===== src/rtl/frame_mem_arbiter.sv =====
// Frame memory arbiter: double-buffered single-port memory shared by display reads and stream writes.
// Latency: memory command registered 1 cycle after grant; read data valid 1+MEM_LAT cycles after o_rd_ack.
// Backpressure: reads always granted; writes take idle slots, are held off while a finished frame awaits vsync.
module frame_mem_arbiter #(
  parameter int AW         = 12,
  parameter int DW         = 24,
  parameter int MEM_LAT    = 1,
  parameter int STARVE_MAX = 64
) (
  input  logic          i_clk,
  input  logic          rst_n,
  input  logic          i_vsync,
  input  logic          i_rd_req,
  input  logic [AW-1:0] i_rd_addr,
  output logic          o_rd_ack,
  output logic          o_rd_valid,
  output logic [DW-1:0] o_rd_data,
  input  logic          i_wr_req,
  input  logic [AW-1:0] i_wr_addr,
  input  logic [DW-1:0] i_wr_data,
  output logic          o_wr_ack,
  input  logic          i_wr_frame_done,
  input  logic          i_err_clr,
  output logic          o_wr_starve,
  output logic          o_mem_en,
  output logic          o_mem_we,
  output logic [AW:0]   o_mem_addr,
  output logic [DW-1:0] o_mem_wdata,
  input  logic [DW-1:0] i_mem_rdata,
  output logic          o_frame_valid,
  output logic          o_rd_bank,
  output logic [7:0]    o_repeat_cnt
);

  localparam int SW = $clog2(STARVE_MAX + 1);
  localparam logic [SW-1:0] STARVE_TOP = SW'(STARVE_MAX);
  localparam logic [SW-1:0] STARVE_HIT = SW'(STARVE_MAX - 1);

  typedef enum logic [1:0] {S_INIT, S_PEND, S_SHOW} state_t;

  state_t          state_q, state_d;
  logic            vsync_q, vsync_d;
  logic            rd_bank_q, rd_bank_d;
  logic            frame_valid_q, frame_valid_d;
  logic [7:0]      repeat_cnt_q, repeat_cnt_d;
  logic [MEM_LAT:0] rd_vld_q, rd_vld_d;
  logic            mem_en_q, mem_en_d;
  logic            mem_we_q, mem_we_d;
  logic [AW:0]     mem_addr_q, mem_addr_d;
  logic [DW-1:0]   mem_wdata_q, mem_wdata_d;
  logic [SW-1:0]   starve_cnt_q, starve_cnt_d;
  logic            starve_q, starve_d;

  logic vs_rise;
  logic wr_bank;
  logic rd_ack, wr_ack;
  logic swap, rpt_inc, wr_block;
  logic wr_pend, starve_hit;

  // The write bank is always the one not on display, so it is 1 out of reset.
  assign wr_bank = ~rd_bank_q;

  // Rising edge of the display vsync level.
  always_comb begin
    vsync_d = i_vsync;
    vs_rise = i_vsync & ~vsync_q;
  end

  // Grants: display reads always win; writes only in idle slots and never while a frame waits for swap.
  always_comb begin
    rd_ack = i_rd_req;
    wr_ack = i_wr_req & ~i_rd_req & ~wr_block;
  end

  // Bank FSM next state: frame_done beats a coincident vsync, deferring the swap to the next vsync.
  always_comb begin
    state_d = state_q;
    case (state_q)
      S_INIT:  if (i_wr_frame_done) state_d = S_PEND;
      S_PEND:  if (vs_rise)         state_d = S_SHOW;
      S_SHOW:  if (i_wr_frame_done) state_d = S_PEND;
      default: state_d = S_INIT;
    endcase
  end

  // Bank FSM outputs: swap strobe, repeat strobe and write hold-off.
  always_comb begin
    swap     = 1'b0;
    rpt_inc  = 1'b0;
    wr_block = 1'b0;
    case (state_q)
      S_PEND: begin
        wr_block = 1'b1;
        swap     = vs_rise;
      end
      S_SHOW:  rpt_inc = vs_rise & ~i_wr_frame_done;
      default: ;
    endcase
  end

  // Display bank, frame-valid and repeat counter updates driven by the FSM strobes.
  always_comb begin
    rd_bank_d     = rd_bank_q;
    frame_valid_d = frame_valid_q;
    repeat_cnt_d  = repeat_cnt_q;
    if (swap) begin
      rd_bank_d     = ~rd_bank_q;
      frame_valid_d = 1'b1;
      repeat_cnt_d  = 8'd0;
    end else if (rpt_inc && (repeat_cnt_q != 8'hFF)) begin
      repeat_cnt_d  = repeat_cnt_q + 8'd1;
    end
  end

  // Memory command built from the grant, using the bank as it stands in the grant cycle.
  always_comb begin
    mem_en_d    = rd_ack | wr_ack;
    mem_we_d    = wr_ack;
    mem_addr_d  = mem_addr_q;
    mem_wdata_d = mem_wdata_q;
    if (rd_ack) begin
      mem_addr_d  = {rd_bank_q, i_rd_addr};
    end else if (wr_ack) begin
      mem_addr_d  = {wr_bank, i_wr_addr};
      mem_wdata_d = i_wr_data;
    end
  end

  // Read-valid shift register tracks accepted reads through command register plus memory latency.
  always_comb begin
    rd_vld_d = {rd_vld_q[MEM_LAT-1:0], rd_ack};
  end

  // Starvation: count consecutive pending cycles; flag fires once on reaching the limit and is sticky.
  always_comb begin
    wr_pend    = i_wr_req & ~wr_ack;
    starve_hit = wr_pend & (starve_cnt_q == STARVE_HIT);
    if (i_err_clr || !wr_pend) begin
      starve_cnt_d = '0;
    end else if (starve_cnt_q == STARVE_TOP) begin
      starve_cnt_d = starve_cnt_q;
    end else begin
      starve_cnt_d = starve_cnt_q + 1'b1;
    end
    starve_d = starve_hit | (starve_q & ~i_err_clr);
  end

  // State registers.
  always_ff @(posedge i_clk or negedge rst_n) begin
    if (!rst_n) begin
      state_q       <= S_INIT;
      vsync_q       <= 1'b0;
      rd_bank_q     <= 1'b0;
      frame_valid_q <= 1'b0;
      repeat_cnt_q  <= 8'd0;
      rd_vld_q      <= '0;
      mem_en_q      <= 1'b0;
      mem_we_q      <= 1'b0;
      mem_addr_q    <= '0;
      mem_wdata_q   <= '0;
      starve_cnt_q  <= '0;
      starve_q      <= 1'b0;
    end else begin
      state_q       <= state_d;
      vsync_q       <= vsync_d;
      rd_bank_q     <= rd_bank_d;
      frame_valid_q <= frame_valid_d;
      repeat_cnt_q  <= repeat_cnt_d;
      rd_vld_q      <= rd_vld_d;
      mem_en_q      <= mem_en_d;
      mem_we_q      <= mem_we_d;
      mem_addr_q    <= mem_addr_d;
      mem_wdata_q   <= mem_wdata_d;
      starve_cnt_q  <= starve_cnt_d;
      starve_q      <= starve_d;
    end
  end

  assign o_rd_ack      = rd_ack;
  assign o_wr_ack      = wr_ack;
  assign o_rd_valid    = rd_vld_q[MEM_LAT];
  assign o_rd_data     = i_mem_rdata;
  assign o_wr_starve   = starve_q;
  assign o_mem_en      = mem_en_q;
  assign o_mem_we      = mem_we_q;
  assign o_mem_addr    = mem_addr_q;
  assign o_mem_wdata   = mem_wdata_q;
  assign o_frame_valid = frame_valid_q;
  assign o_rd_bank     = rd_bank_q;
  assign o_repeat_cnt  = repeat_cnt_q;

endmodule


===== config.mk =====
export PLATFORM = sky130hd
export DESIGN_NAME = frame_mem_arbiter
export DESIGN_NICKNAME = d
export VERILOG_FILES = /design/src/rtl/frame_mem_arbiter.sv
export SDC_FILE = /design/constraint.sdc
export NUM_CORES = 1
export LEC_CHECK = 0
export ABC_CLOCK_PERIOD_IN_PS = 3700
export CAP_MARGIN = 20
export CORE_AREA = 2 2 88 90
export CTS_CLUSTER_SIZE = 30
export DETAILED_ROUTE_END_ITERATION = 8
export DIE_AREA = 0 0 90 92
export HOLD_SLACK_MARGIN = 0.1
export PLACE_DENSITY = 0.78
export SETUP_SLACK_MARGIN = 0.15
export SLEW_MARGIN = 20
export SYNTH_ARGS = -nofsm -noshare
export SYNTH_HDL_FRONTEND = slang
export SYNTH_SLANG_ARGS = --single-unit

===== constraint.sdc =====
create_clock -name i_clk -period 3.7 [get_ports i_clk]
set_clock_uncertainty 0.1 [all_clocks]
set_input_delay 0.74 -clock i_clk [delete_from_list [all_inputs] [get_ports i_clk]]
set_output_delay 0.74 -clock i_clk [all_outputs]
set_load 0.02 [all_outputs]

# Word level (Yosys, flattened, before mapping)
# Index checks and enable logic that the tools add are counted.
# totals
wordCells,59
ff_bits,62
out_inout_bits,77
# op_classes
addsub,2
mux,12
n_reduce_logical,9
eq_ne,8
bitwise,16
# op_table
cell,count
$mux W13,2
$mux W8,2
$mux W7,2
$add A8 B1 Y8 const B,1
$ne A8 B8 Y1 const B,1
$add A7 B1 Y7 const B,1
$and A1 B1 Y1,7
$eq A7 B6 Y1 const B,1
$eq A7 B7 Y1 const B,1
$not A1 Y1,7
$mux W2,2
$ne A2 B2 Y1 const B,2
$pmux W2 S2,1
$reduce_and A2 Y1,2
$reduce_bool A2 Y1,2
$mux W1,3
$eq A2 B1 Y1 const B,1
$eq A2 B2 Y1 const B,1
$logic_not A2 Y1,1
$ne A2 B1 Y1 const B,1
$or A1 B1 Y1,2
$reduce_or A2 Y1,1
$logic_and A1 B1 Y1,1
$logic_not A1 Y1,1
$logic_or A1 B1 Y1,1

# Depth between registers and ports, before layout
# Gate-level depths: netlist of the first run.
# logic_depth
word_depth,9
mapped_depth,6

# Worst setup path after synthesis of the first run
# OpenSTA, ideal clock, no wires.
# synth_timing
kind,input to output
start,input i_rd_req
end,output o_wr_ack
cell_stages,4
t_arrival_ns,1.697
path_slack_ns,1.163
path_buffers,2
required_time_ns,2.860
cell_sequence,clkbuf_1 or3_1 inv_2 buf_2
# synth_between
elab_chain_len,3
# synth_lines
element,line,rtl
"start, declared",13,"input logic i_rd_req,"
$not A1 Y1 (no line),-,
$and A1 B1 Y1 (2 in a row),72,wr_ack = i_wr_req & ~i_rd_req & ~wr_block;
"end, declared",21,"output logic o_wr_ack,"
# No other way between the ends.

# Worst setup path after layout of the first run
# layout_timing
start,input i_wr_req
end,output o_wr_ack
# layout_between
elab_chain_len,2
# layout_lines
element,line,rtl
"start, declared",18,"input logic i_wr_req,"
$and A1 B1 Y1 (2 in a row),72,
# No other way between the ends.

==> results of run 1 <==
## sequential cells by signal, indices dropped and copies added (netlist names)
name	count
vsync_q	1
o_mem_addr	13
o_repeat_cnt	8
o_mem_en	1
rd_vld_q	2
o_rd_bank	1
o_wr_starve	1
o_mem_we	1
state_q	2
starve_cnt_q	7
o_mem_wdata	24
o_frame_valid	1
## per-stage QoR
stage          cell area (um^2)  hold slack (ns)  setup slack [ns]  power, mW  utilization, %
3_3_place_gp               3840            0.240             0.424       1.96            51.6
2_1_floorplan              2840            0.231              1.16       1.51               -
6_report                   4040            0.254             0.386       2.55            54.3
4_1_cts                    4040            0.256             0.386       2.59            54.3
3_5_place_dp               3840            0.239             0.390       1.99            51.6
5_1_grt                    4040            0.262             0.334       2.69            54.3
## final cells by class
cell class	count	share of cell area [%]
sequential	62	38.4
clock buffer	11	3.50
multi-input combinational	136	25.4
inverter	8	0.743
timing repair buffer	112	27.3
tap	102	3.16
clock inverter	5	1.46
## synth_stat cells (2+ instances only)
cell type,count
nand2b_1,2
or2_2,2
nor2_1,10
mux2i_1,15
a21oi_1,4
and2b_2,2
xnor2_1,3
or3_1,2
o21ai_0,14
nand3_1,7
and3_2,5
dfrtp_1,62
mux2_2,25
buf_4,25
nand2_1,21
ha_1,3
inv_1,7
clkbuf_1,4
buf_2,2
a221o_1,3
xor2_1,2
## power breakdown
group          internal, mW  leakage, nW  switching [mW]
sequential            0.872        0.765           0.105
combinational         0.528        0.872           0.454
clock                 0.330       0.0955           0.266
total                  1.73         1.73           0.825
## kinds of logic (layout without fill, tap and decap cells)
group,Yosys count,count (layout)
buffers and inverters,41,136
xor gates and xnor gates,5,5
and+or+nand+nor,60,60
DFF,62,62
AOI/OAI and AO/OA,28,28
muxes,40,40
adders and majority gates,3,3
## routing by layer
| layer | wire length (um) | vias to the layer above |
|---|---|---|
| met4 | 147 | 0 |
| met3 | 460 | 14 |
| met5 | 0 | - |
| li1 | - | 974 |
| met2 | 2720 | 90 |
| met1 | 2650 | 963 |
## final timing paths
path,startpoint,end,slack (ns),cells after the start
worst max-delay path,i_wr_req,o_wr_ack,0.39,5
worst min-delay path,rd_vld_q[0]$_DFF_PN0_,rd_vld_q[1]$_DFF_PN0_,0.25,0
worst max register to register,o_repeat_cnt[0]$_DFFE_PN0P_,o_repeat_cnt[7]$_DFFE_PN0P_,1.46,5
worst min register to register,rd_vld_q[0]$_DFF_PN0_,rd_vld_q[1]$_DFF_PN0_,0.25,0
max in group asynchronous,rst_n,o_mem_wdata[6]$_DFFE_PN0P_,2.23,2
min in group asynchronous,rst_n,vsync_q$_DFF_PN0_,0.44,1
==> results_dict.tcl, run 1 <==
set metrics [dict create \
    synth-xor-area-share_pct 1.54 \
    num_vias 2041 \
    dieWidth_um 90 \
    cp_max_fo 3 \
    period_needed_ns 3.31 \
    cts_made_buffers 9 \
    criticalPathCategory "in -> out" \
    antenna_found_initial 0 \
    cp_top_family "buffers and inverters" \
    synth-edff-count 0 \
    synth_top_flop_cell "dfrtp_1" \
    ys_seq_elements 62 \
    routed_wl_um 5980 \
    dr.pass1.iters 4 \
    start_util_pct 38.1 \
    final_max_slew_viol_count 0 \
    synth_top_family_by_area "multiplexers" \
    busiest_layer "met2" \
    synthesis.area_um2 2840 \
    cts_root_buf "clkbuf_8" \
    cts_buffer_depth 2 \
    synthMuxAreaShare_pct 15.2 \
    io_pins 156 \
    synth.top_cell.area_share_pct 54.7 \
    instances_no_fill 436 \
    final_common_cell "clkdlybuf4s50_1" \
    yosysUniqueCellTypes 40 \
    multi_input_area_um2 1030 \
    core-area_um2 7450 \
    status "completed" \
    grt_usage_pct 15.0 \
    clock_insertion_delay_worst_skew_ns 0.33 \
    path_buf_inv 4 \
    drc 0 \
    grtUsageMet3_pct 4.60 \
    fmax_ghz 0.302 \
    dp_cells 420 \
    synth-simple-area-share_pct 11.2 \
    layout_common_cells "106 x clkdlybuf4s50_1, 62 x dfrtp_1, 25 x mux2_2, 21 x nand2_1, 15 x mux2i_1" \
    power_leakage_nw 1.73 \
    cts_resized 0 \
    postRouteAntennaNets 0 \
    regArea_um2 1550 \
    drt_iter0_drc 41 \
    ir_worst_vdd_mv 0.327 \
    cts.sinks 62 \
    synth_compound_area_share_pct 6.97 \
    gp_congestion 0.747 \
    seq_area_frac_synth_pct 54.7 \
    synth_warnings 0 \
    use_met2_pct 22.1 \
    power_density_nw_per_um2 632 \
    diodes 0 \
    startpoint_type "input pin" \
    path_cells "clkdlybuf4s50_1, inv_1, or3_1, inv_2, clkdlybuf4s50_1" \
    grt_pass1_vias 2008 \
    synth-adder-area-share_pct 1.32 \
    synth.avg_cell_area_um2 11.9 \
    grt_first_pass_wirelength_um 9940 \
    vias_per_cell 4.68 \
    area_growth_pct 42.4 \
    nNetsFinal 411 \
    rsz0062_at_grt "no" \
    post_cts_buffers 0 \
    setup_tns_ns 0 \
    worst_pin_slew_ns 0.913 \
    setup_violations 0 \
    fill_cells 682 \
    end_kind "output pin" \
    synthCells 239 \
    htree_levels 3 \
    slew_headroom_pct 39.1 \
    drive_gt1_share_pct 18.9 \
    crit_arrival_ns 2.47 \
    wire_per_inst_um 13.7 \
    cts_tree "built" \
    synth_nets 321 \
    overflow 0 \
    synthArstFlopShare_pct 100 \
    cp.required_ns 2.86 \
    ctsHoldBuffers 0 \
    cp_common_cell "clkdlybuf4s50_1" \
    netlist_top_cells_area "dfrtp_1 55%, mux2_2 9.9%, buf_4 6.6%" \
    hpwl_um 4390 \
    met1_usage_pct 20.2 \
    hold_viol_final 0 \
    dieArea_um2 8280 \
    clk_pin_slew_worst_paths_ns 0.07 \
    port_buffers 107 \
    max-cap-violations 0 \
    core.rowCount 32 \
    cp_slowest_cell "clkdlybuf4s50_1" \
    min_path_type "reg -> reg" \
    grt_max_degree 42 \
    slowest_delay_ns 0.64 \
    die_y_um 92 \
    synth_area_leader_cell "dfrtp_1" \
    period_share_pct 89.6 \
]
Note: power is estimated with default switching activity, not from simulation.
==> inputs of run 2 (changes only) <==
Settings changed: SKIP_LAST_GASP from default to 1.
==> results of run 2 <==
Final layout, timing and power as in run 1 (identical DEF).
==> inputs of run 3 (changes only) <==
Settings changed: CAP_MARGIN 20 to default.
==> results of run 3 <==
Final layout, timing and power as in run 1 (identical DEF).
